`config.mk`:
```
export PLATFORM = sky130hd
export DESIGN_NAME = fp_add_arbiter_flat
export DESIGN_NICKNAME = d
export VERILOG_FILES = /design/src/rtl/fp_add_arbiter_if.sv /design/src/rtl/fp_add_arbiter.sv /design/src/flat_wrapper.sv
export SDC_FILE = /design/constraint.sdc
export NUM_CORES = 1
export LEC_CHECK = 0
export CAP_MARGIN = 20
export CORE_MARGIN = 1
export CORE_UTILIZATION = 34
export CTS_CLUSTER_SIZE = 16
export DETAILED_ROUTE_END_ITERATION = 10
export PLACE_DENSITY = 0.77
export SYNTH_ARGS = -nofsm -noshare
export SYNTH_HDL_FRONTEND = slang
export SYNTH_SLANG_ARGS = --single-unit
```
`constraint.sdc`:
```
create_clock -name clk -period 1.75 [get_ports clk]
set_clock_uncertainty 0.2 [all_clocks]
set_input_delay 0.2625 -clock clk [delete_from_list [all_inputs] [get_ports clk]]
set_output_delay 0.2625 -clock clk [all_outputs]
set_load 0.005 [all_outputs]
```
`src/rtl/fp_add_arbiter_if.sv`:
```
// rtl/fp_add_arbiter_if.sv - request, adder and result signals of the shared FP adder arbiter
interface fp_add_arbiter_if #(
    parameter int TAG_W = 5
);
    // requester 0 (FP execute stage)
    logic             req0_valid;
    logic             req0_ready;
    logic [31:0]      req0_a;
    logic [31:0]      req0_b;
    logic             req0_sub;
    logic [TAG_W-1:0] req0_tag;
    // requester 1 (multi-cycle FP unit)
    logic             req1_valid;
    logic             req1_ready;
    logic [31:0]      req1_a;
    logic [31:0]      req1_b;
    logic             req1_sub;
    logic [TAG_W-1:0] req1_tag;
    // external adder
    logic [31:0]      add_a;
    logic [31:0]      add_b;
    logic [31:0]      add_res;
    // result return
    logic             res_valid;
    logic             res_ready;
    logic [31:0]      res_data;
    logic             res_id;
    logic [TAG_W-1:0] res_tag;
    logic             busy;

    // the environment: requesters, adder and result consumer
    modport master (
        output req0_valid, req0_a, req0_b, req0_sub, req0_tag,
        output req1_valid, req1_a, req1_b, req1_sub, req1_tag,
        output add_res, res_ready,
        input  req0_ready, req1_ready, add_a, add_b,
        input  res_valid, res_data, res_id, res_tag, busy
    );

    // the arbiter
    modport slave (
        input  req0_valid, req0_a, req0_b, req0_sub, req0_tag,
        input  req1_valid, req1_a, req1_b, req1_sub, req1_tag,
        input  add_res, res_ready,
        output req0_ready, req1_ready, add_a, add_b,
        output res_valid, res_data, res_id, res_tag, busy
    );
endinterface

```
`src/rtl/fp_add_arbiter.sv`:
```
// rtl/fp_add_arbiter.sv - round-robin arbiter sharing one external FP adder between two requesters
module fp_add_arbiter #(
    parameter int LATENCY = 2,
    parameter int TAG_W   = 5
) (
    input  logic             clk,
    input  logic             rst_n,
    fp_add_arbiter_if.slave  bus
);
    localparam int CNT_W = (LATENCY > 1) ? $clog2(LATENCY) : 1;

    typedef enum logic [1:0] {
        IDLE = 2'd0,
        EXEC = 2'd1,
        DONE = 2'd2
    } state_t;

    state_t           state;
    state_t           state_d;
    logic             prio;
    logic [CNT_W-1:0] cnt;
    logic [31:0]      op_a;
    logic [31:0]      op_b;
    logic [31:0]      res_q;
    logic [TAG_W-1:0] tag_q;
    logic             id_q;
    logic             grant0;
    logic             grant1;
    logic             accept;
    logic             cnt_zero;

    assign accept   = grant0 | grant1;
    assign cnt_zero = (cnt == '0);

    // next state and grants; grants only exist in IDLE, prio breaks ties
    always_comb begin
        state_d = state;
        grant0  = 1'b0;
        grant1  = 1'b0;
        case (state)
            IDLE: begin
                grant0 = bus.req0_valid & (~prio | ~bus.req1_valid);
                grant1 = bus.req1_valid & (prio | ~bus.req0_valid);
                if (grant0 | grant1) begin
                    state_d = EXEC;
                end
            end
            EXEC: begin
                if (cnt_zero) begin
                    state_d = DONE;
                end
            end
            DONE: begin
                if (bus.res_ready) begin
                    state_d = IDLE;
                end
            end
            default: state_d = IDLE;
        endcase
    end

    // state register
    always_ff @(posedge clk or negedge rst_n) begin
        if (!rst_n) begin
            state <= IDLE;
        end else begin
            state <= state_d;
        end
    end

    // operand latch on accept, latency countdown in EXEC, result capture on the last EXEC cycle
    always_ff @(posedge clk or negedge rst_n) begin
        if (!rst_n) begin
            prio  <= 1'b0;
            cnt   <= '0;
            op_a  <= '0;
            op_b  <= '0;
            res_q <= '0;
            tag_q <= '0;
            id_q  <= 1'b0;
        end else if (accept) begin
            op_a  <= grant1 ? bus.req1_a : bus.req0_a;
            op_b  <= grant1 ? (bus.req1_b ^ {bus.req1_sub, 31'b0})
                            : (bus.req0_b ^ {bus.req0_sub, 31'b0});
            tag_q <= grant1 ? bus.req1_tag : bus.req0_tag;
            id_q  <= grant1;
            prio  <= ~grant1;
            cnt   <= CNT_W'(LATENCY - 1);
        end else if (state == EXEC) begin
            if (cnt_zero) begin
                res_q <= bus.add_res;
            end else begin
                cnt <= cnt - CNT_W'(1);
            end
        end
    end

    // operands come straight from the latch so the adder sees them stable through EXEC
    assign bus.add_a      = op_a;
    assign bus.add_b      = op_b;
    assign bus.req0_ready = grant0;
    assign bus.req1_ready = grant1;
    assign bus.res_valid  = (state == DONE);
    assign bus.res_data   = res_q;
    assign bus.res_id     = id_q;
    assign bus.res_tag    = tag_q;
    assign bus.busy       = (state != IDLE);
endmodule

```
`src/flat_wrapper.sv`:
```
// flat-port wrapper written by rule: the top's interface ports become plain ports
module fp_add_arbiter_flat 
#(
    parameter int LATENCY = 2,
    parameter int TAG_W   = 5
)
  (clk, rst_n, bus_req0_valid, bus_req0_a, bus_req0_b, bus_req0_sub, bus_req0_tag, bus_req1_valid, bus_req1_a, bus_req1_b, bus_req1_sub, bus_req1_tag, bus_add_res, bus_res_ready, bus_req0_ready, bus_req1_ready, bus_add_a, bus_add_b, bus_res_valid, bus_res_data, bus_res_id, bus_res_tag, bus_busy);
  fp_add_arbiter_if #(.TAG_W(TAG_W)) bus_i ();
  input  logic clk;
  input  logic rst_n;
  input wire logic [$bits(bus_i.req0_valid)-1:0] bus_req0_valid;
  input wire logic [$bits(bus_i.req0_a)-1:0] bus_req0_a;
  input wire logic [$bits(bus_i.req0_b)-1:0] bus_req0_b;
  input wire logic [$bits(bus_i.req0_sub)-1:0] bus_req0_sub;
  input wire logic [$bits(bus_i.req0_tag)-1:0] bus_req0_tag;
  input wire logic [$bits(bus_i.req1_valid)-1:0] bus_req1_valid;
  input wire logic [$bits(bus_i.req1_a)-1:0] bus_req1_a;
  input wire logic [$bits(bus_i.req1_b)-1:0] bus_req1_b;
  input wire logic [$bits(bus_i.req1_sub)-1:0] bus_req1_sub;
  input wire logic [$bits(bus_i.req1_tag)-1:0] bus_req1_tag;
  input wire logic [$bits(bus_i.add_res)-1:0] bus_add_res;
  input wire logic [$bits(bus_i.res_ready)-1:0] bus_res_ready;
  output wire logic [$bits(bus_i.req0_ready)-1:0] bus_req0_ready;
  output wire logic [$bits(bus_i.req1_ready)-1:0] bus_req1_ready;
  output wire logic [$bits(bus_i.add_a)-1:0] bus_add_a;
  output wire logic [$bits(bus_i.add_b)-1:0] bus_add_b;
  output wire logic [$bits(bus_i.res_valid)-1:0] bus_res_valid;
  output wire logic [$bits(bus_i.res_data)-1:0] bus_res_data;
  output wire logic [$bits(bus_i.res_id)-1:0] bus_res_id;
  output wire logic [$bits(bus_i.res_tag)-1:0] bus_res_tag;
  output wire logic [$bits(bus_i.busy)-1:0] bus_busy;
  assign bus_i.req0_valid = bus_req0_valid;
  assign bus_i.req0_a = bus_req0_a;
  assign bus_i.req0_b = bus_req0_b;
  assign bus_i.req0_sub = bus_req0_sub;
  assign bus_i.req0_tag = bus_req0_tag;
  assign bus_i.req1_valid = bus_req1_valid;
  assign bus_i.req1_a = bus_req1_a;
  assign bus_i.req1_b = bus_req1_b;
  assign bus_i.req1_sub = bus_req1_sub;
  assign bus_i.req1_tag = bus_req1_tag;
  assign bus_i.add_res = bus_add_res;
  assign bus_i.res_ready = bus_res_ready;
  assign bus_req0_ready = bus_i.req0_ready;
  assign bus_req1_ready = bus_i.req1_ready;
  assign bus_add_a = bus_i.add_a;
  assign bus_add_b = bus_i.add_b;
  assign bus_res_valid = bus_i.res_valid;
  assign bus_res_data = bus_i.res_data;
  assign bus_res_id = bus_i.res_id;
  assign bus_res_tag = bus_i.res_tag;
  assign bus_busy = bus_i.busy;
  fp_add_arbiter #(.LATENCY(LATENCY), .TAG_W(TAG_W)) u_core (.clk(clk), .rst_n(rst_n), .bus(bus_i));
endmodule
```
==> qor.csv <==
stage;metric;value;unit
critical_path;crit_path_max_incr_delay;0.42;ns
drt;wirelength;17.1;mm
critical_path;critPathBufInv;2;
status;violations;setup timing;
pwr;power_frac_seq;30.9;%
critical_path;cp_slowest_cell;dfrtp_2;
status;status;finished, violations left;
cells_and_area;final_common_cell;clkdlybuf4s50_1;
critical_path;rrSetupSlack;-0.13;ns
drt;wl_per_cell;20.7;um
placed_design;numPortBuffers;282;
critical_path;r2r_cells;6;
cts;cts_max_level;3;
pwr;p_total;14.2;mW
placed_design;gp_congestion;0.826;
cells_and_area;drive_gt1_share;17.3;%
cts;clkLatencyLatePin;0.34;ns
logic_synthesis;synth_seq_area_share;57.3;%
sta;drv_slew;0;
drt;ant_nets;0;
cells_and_area;fin_nets;821;
critical_path;cp-end-kind;primary output;
pwr;power.internal;9.89;mW
pwr;power.leakage;3.61;nW
cells_and_area;area_growth;86.7;%
global_route;antenna_found_initial;0;
cts;ctsLongestPathBuffers;2;
floorplanning;fp.dieH;119;um
flow_run;cap_violations;0;
pwr;combPwrFrac;52.7;%
critical_path;rr_startpoint;u_core.state[1];
drt;via_count;4359;
cts;root_buffer;clkbuf_16;
pwr;p_per_area;1640;nW/um^2
global_route;grt_overflow_total;0;
critical_path;start_kind;flip-flop;
global_route;grt_pass1_vias;4477;
sta;tns;-7.69;ns
logic_synthesis;synth_fp_nets;514;
cts;cts_buffers;9;
floorplanning;core;13200;sq um
sta;max_freq;0.529;GHz
critical_path;crit_type;reg2out;
placed_design;placed_area;7710;sq um
logic_synthesis;synthCells;337;
logic_synthesis;synth_area_per_cell;13.7;sq um
floorplanning;dieArea;14100;sq um
global_route;grt_util_all_layers;22.3;%
global_route;grt_start_max_net_pins;51;
sta;setup-violations-final;104;
cells_and_area;fin_area;8640;sq um
sta;period_needed;1.89;ns
global_route;grt_first_pass_wirelength;24.3;mm
logic_synthesis;netlist_area;4630;sq um
drt;viasPerCell;5.28;
placed_design;pre_cts_ws;-0.524;ns
critical_path;rr_endpoint;u_core.bus.add_b[6];
critical_path;critPathMaxFanout;2;
cts;clk_pin_slew;0.07;ns
logic_synthesis;ys_types;25;
cells_and_area;layout_common_cells;clkdlybuf4s50_1, dfrtp_1, a21boi_0;
pwr;switchingPower;4.26;mW
sta;rsz0062_at_grt;true;
floorplanning;die_x;119;um
cts;cts_tree;built;
sta;post-route-period-util;108;%
drt;initialDrtViolationCount;272;
sta;worst_pin_slew;0.312;ns
critical_path;cp.arrival;1.43;ns
critical_path;worstPathRequired;1.29;ns
sta;relSlewSlack;79.2;%
pwr;p_clk_share;16.4;%
placed_design;hpwl;11.2;mm
cells_and_area;fillCellCount;1011;
critical_path;crit_chain;buf_6 -> a2111oi_4 -> buf_2;
floorplanning;row_count;42;
pwr;peakVddDrop;782;uV
critical_path;cp_top_family;flip-flops;
pwr;swShare;30.1;%
logic_synthesis;ys_seq_elements;106;
sta;hold_violations;0;
floorplanning;initial_core_util;34.9;%
logic_synthesis;yosys_warnings;0;
hold_path;hold_class;in2async;
drt;drc_errors;0;
floorplanning;io_pins;283;
cells_and_area;diodes;0;
sta;layout_setup_ws;-0.141;ns
cts;cts.sink_count;106;
drt;first_pass_iters;4;
-- power by group through the flow --
stage	Clock, mW	Sequential [mW]	Combinational (mW)
global placement	0	4.38	6.16
floorplan	0	4.38	2.69
global route	2.46	4.49	7.90
finish	2.32	4.37	7.46
CTS	2.36	4.37	6.75
detailed placement	0	4.40	6.36
-- final cells by class --
type	instances	area [sq um]	share of cell area, %
Multi-Input combinational cell	191	1760	20.4
Tap cell	176	220	2.55
Clock inverter	7	118	1.36
Inverter	6	25.0	0.290
Clock buffer	9	225	2.61
Sequential cell	106	2660	30.7
Timing Repair Buffer	330	3630	42.1
-- cells in the mapped netlist --
library cell | number | share of area (%)
buf_2 | 8 | 0.87
o21ai_0 | 1 | 0.11
nor2_1 | 1 | 0.081
dfrtp_1 | 106 | 57
clkbuf_1 | 15 | 1.2
nand2b_1 | 1 | 0.14
nor2b_1 | 1 | 0.14
inv_2 | 1 | 0.081
a21o_1 | 2 | 0.32
o2111a_1 | 4 | 0.97
and3_1 | 2 | 0.27
or2_1 | 1 | 0.14
xor2_1 | 2 | 0.38
nand2_1 | 4 | 0.32
a221o_2 | 1 | 0.24
mux2_2 | 32 | 7.8
a221o_1 | 65 | 14
o21bai_2 | 1 | 0.24
a21boi_0 | 68 | 11
buf_6 | 10 | 2.4
inv_1 | 5 | 0.41
clkbuf_2 | 1 | 0.11
a2111oi_4 | 1 | 0.60
a211o_1 | 3 | 0.57
nor2_2 | 1 | 0.14
-- registers in the layout, indices dropped and copies added (netlist names) --
register and cells:
u_core.state 2, u_core.bus.res_tag 5, u_core.bus.add_b 32, u_core.bus.res_id 1, u_core.bus.add_a 32, u_core.cnt 1
u_core.prio 1, u_core.bus.res_data 32
-- logic make-up after synthesis --
group / count (synthesis) / synth area share (%)
AOI/OAI and AO/OA: 146 / 28.2
DFF: 106 / 57.3
buffers and inverters: 40 / 5.11
muxes: 32 / 7.79
and+or+nand+nor: 11 / 1.22
xor gates and xnor gates: 2 / 0.379
-- worst register-to-register path, delay by kind of cell, from the launching register on --
kind	cells	cell delay, ns
buffers and inverters	4	0.69
AOI/OAI and AO/OA	2	0.51
DFF	1	0.42
-- per-layer routing --
layer	share of wire (%)	track usage (%)	vias up	wire length [um]
li1	-	-	1935	-
met1	38	25.7	2172	6540
met2	51	38.0	212	8740
met3	7.3	5.74	40	1250
met4	3.4	11.4	0	583
met5	0	0	-	0
-- metrics by stage --
stage / hold WS, ns / cells / utilization (%)
final: 0.132 / 825 / 65.2
after global routing: 0.130 / 825 / 65.2
after CTS: 0.115 / 809 / 62.2
after detailed placement: -0.0538 / 783 / 58.2
after global placement: -0.0598 / 783 / 58.2
after floorplan: -0.233 / 337 / -
-- repair_timing --
| action | in CTS | in global routing |
|---|---|---|
| resized for setup | 37 | 21 |
| setup endpoints to repair | 74 | 110 |
| pin swaps | 8 | 48 |
| setup buffers | 6 | 3 |
| hold buffers | 1 | 0 |
| cloned | 3 | 13 |
| endpoints found under the hold margin | 106 | 0 |
-- worst max path at each step --
stage               cells after the start  slack [ns]       startpoint              endpoint
finish                                  3       -0.14  u_core.state[1]        bus_req1_ready
global route                            3       -0.22  u_core.state[1]        bus_req1_ready
CTS                                     3       -0.17  u_core.state[1]        bus_req1_ready
detailed placement                      5       -0.52   bus_req0_valid  u_core.bus.add_b[20]
global placement                        5       -0.41   bus_req0_valid   u_core.bus.add_b[3]
floorplan                               2        0.05  u_core.state[0]        bus_req1_ready
Power figures use the tool's default switching activity.
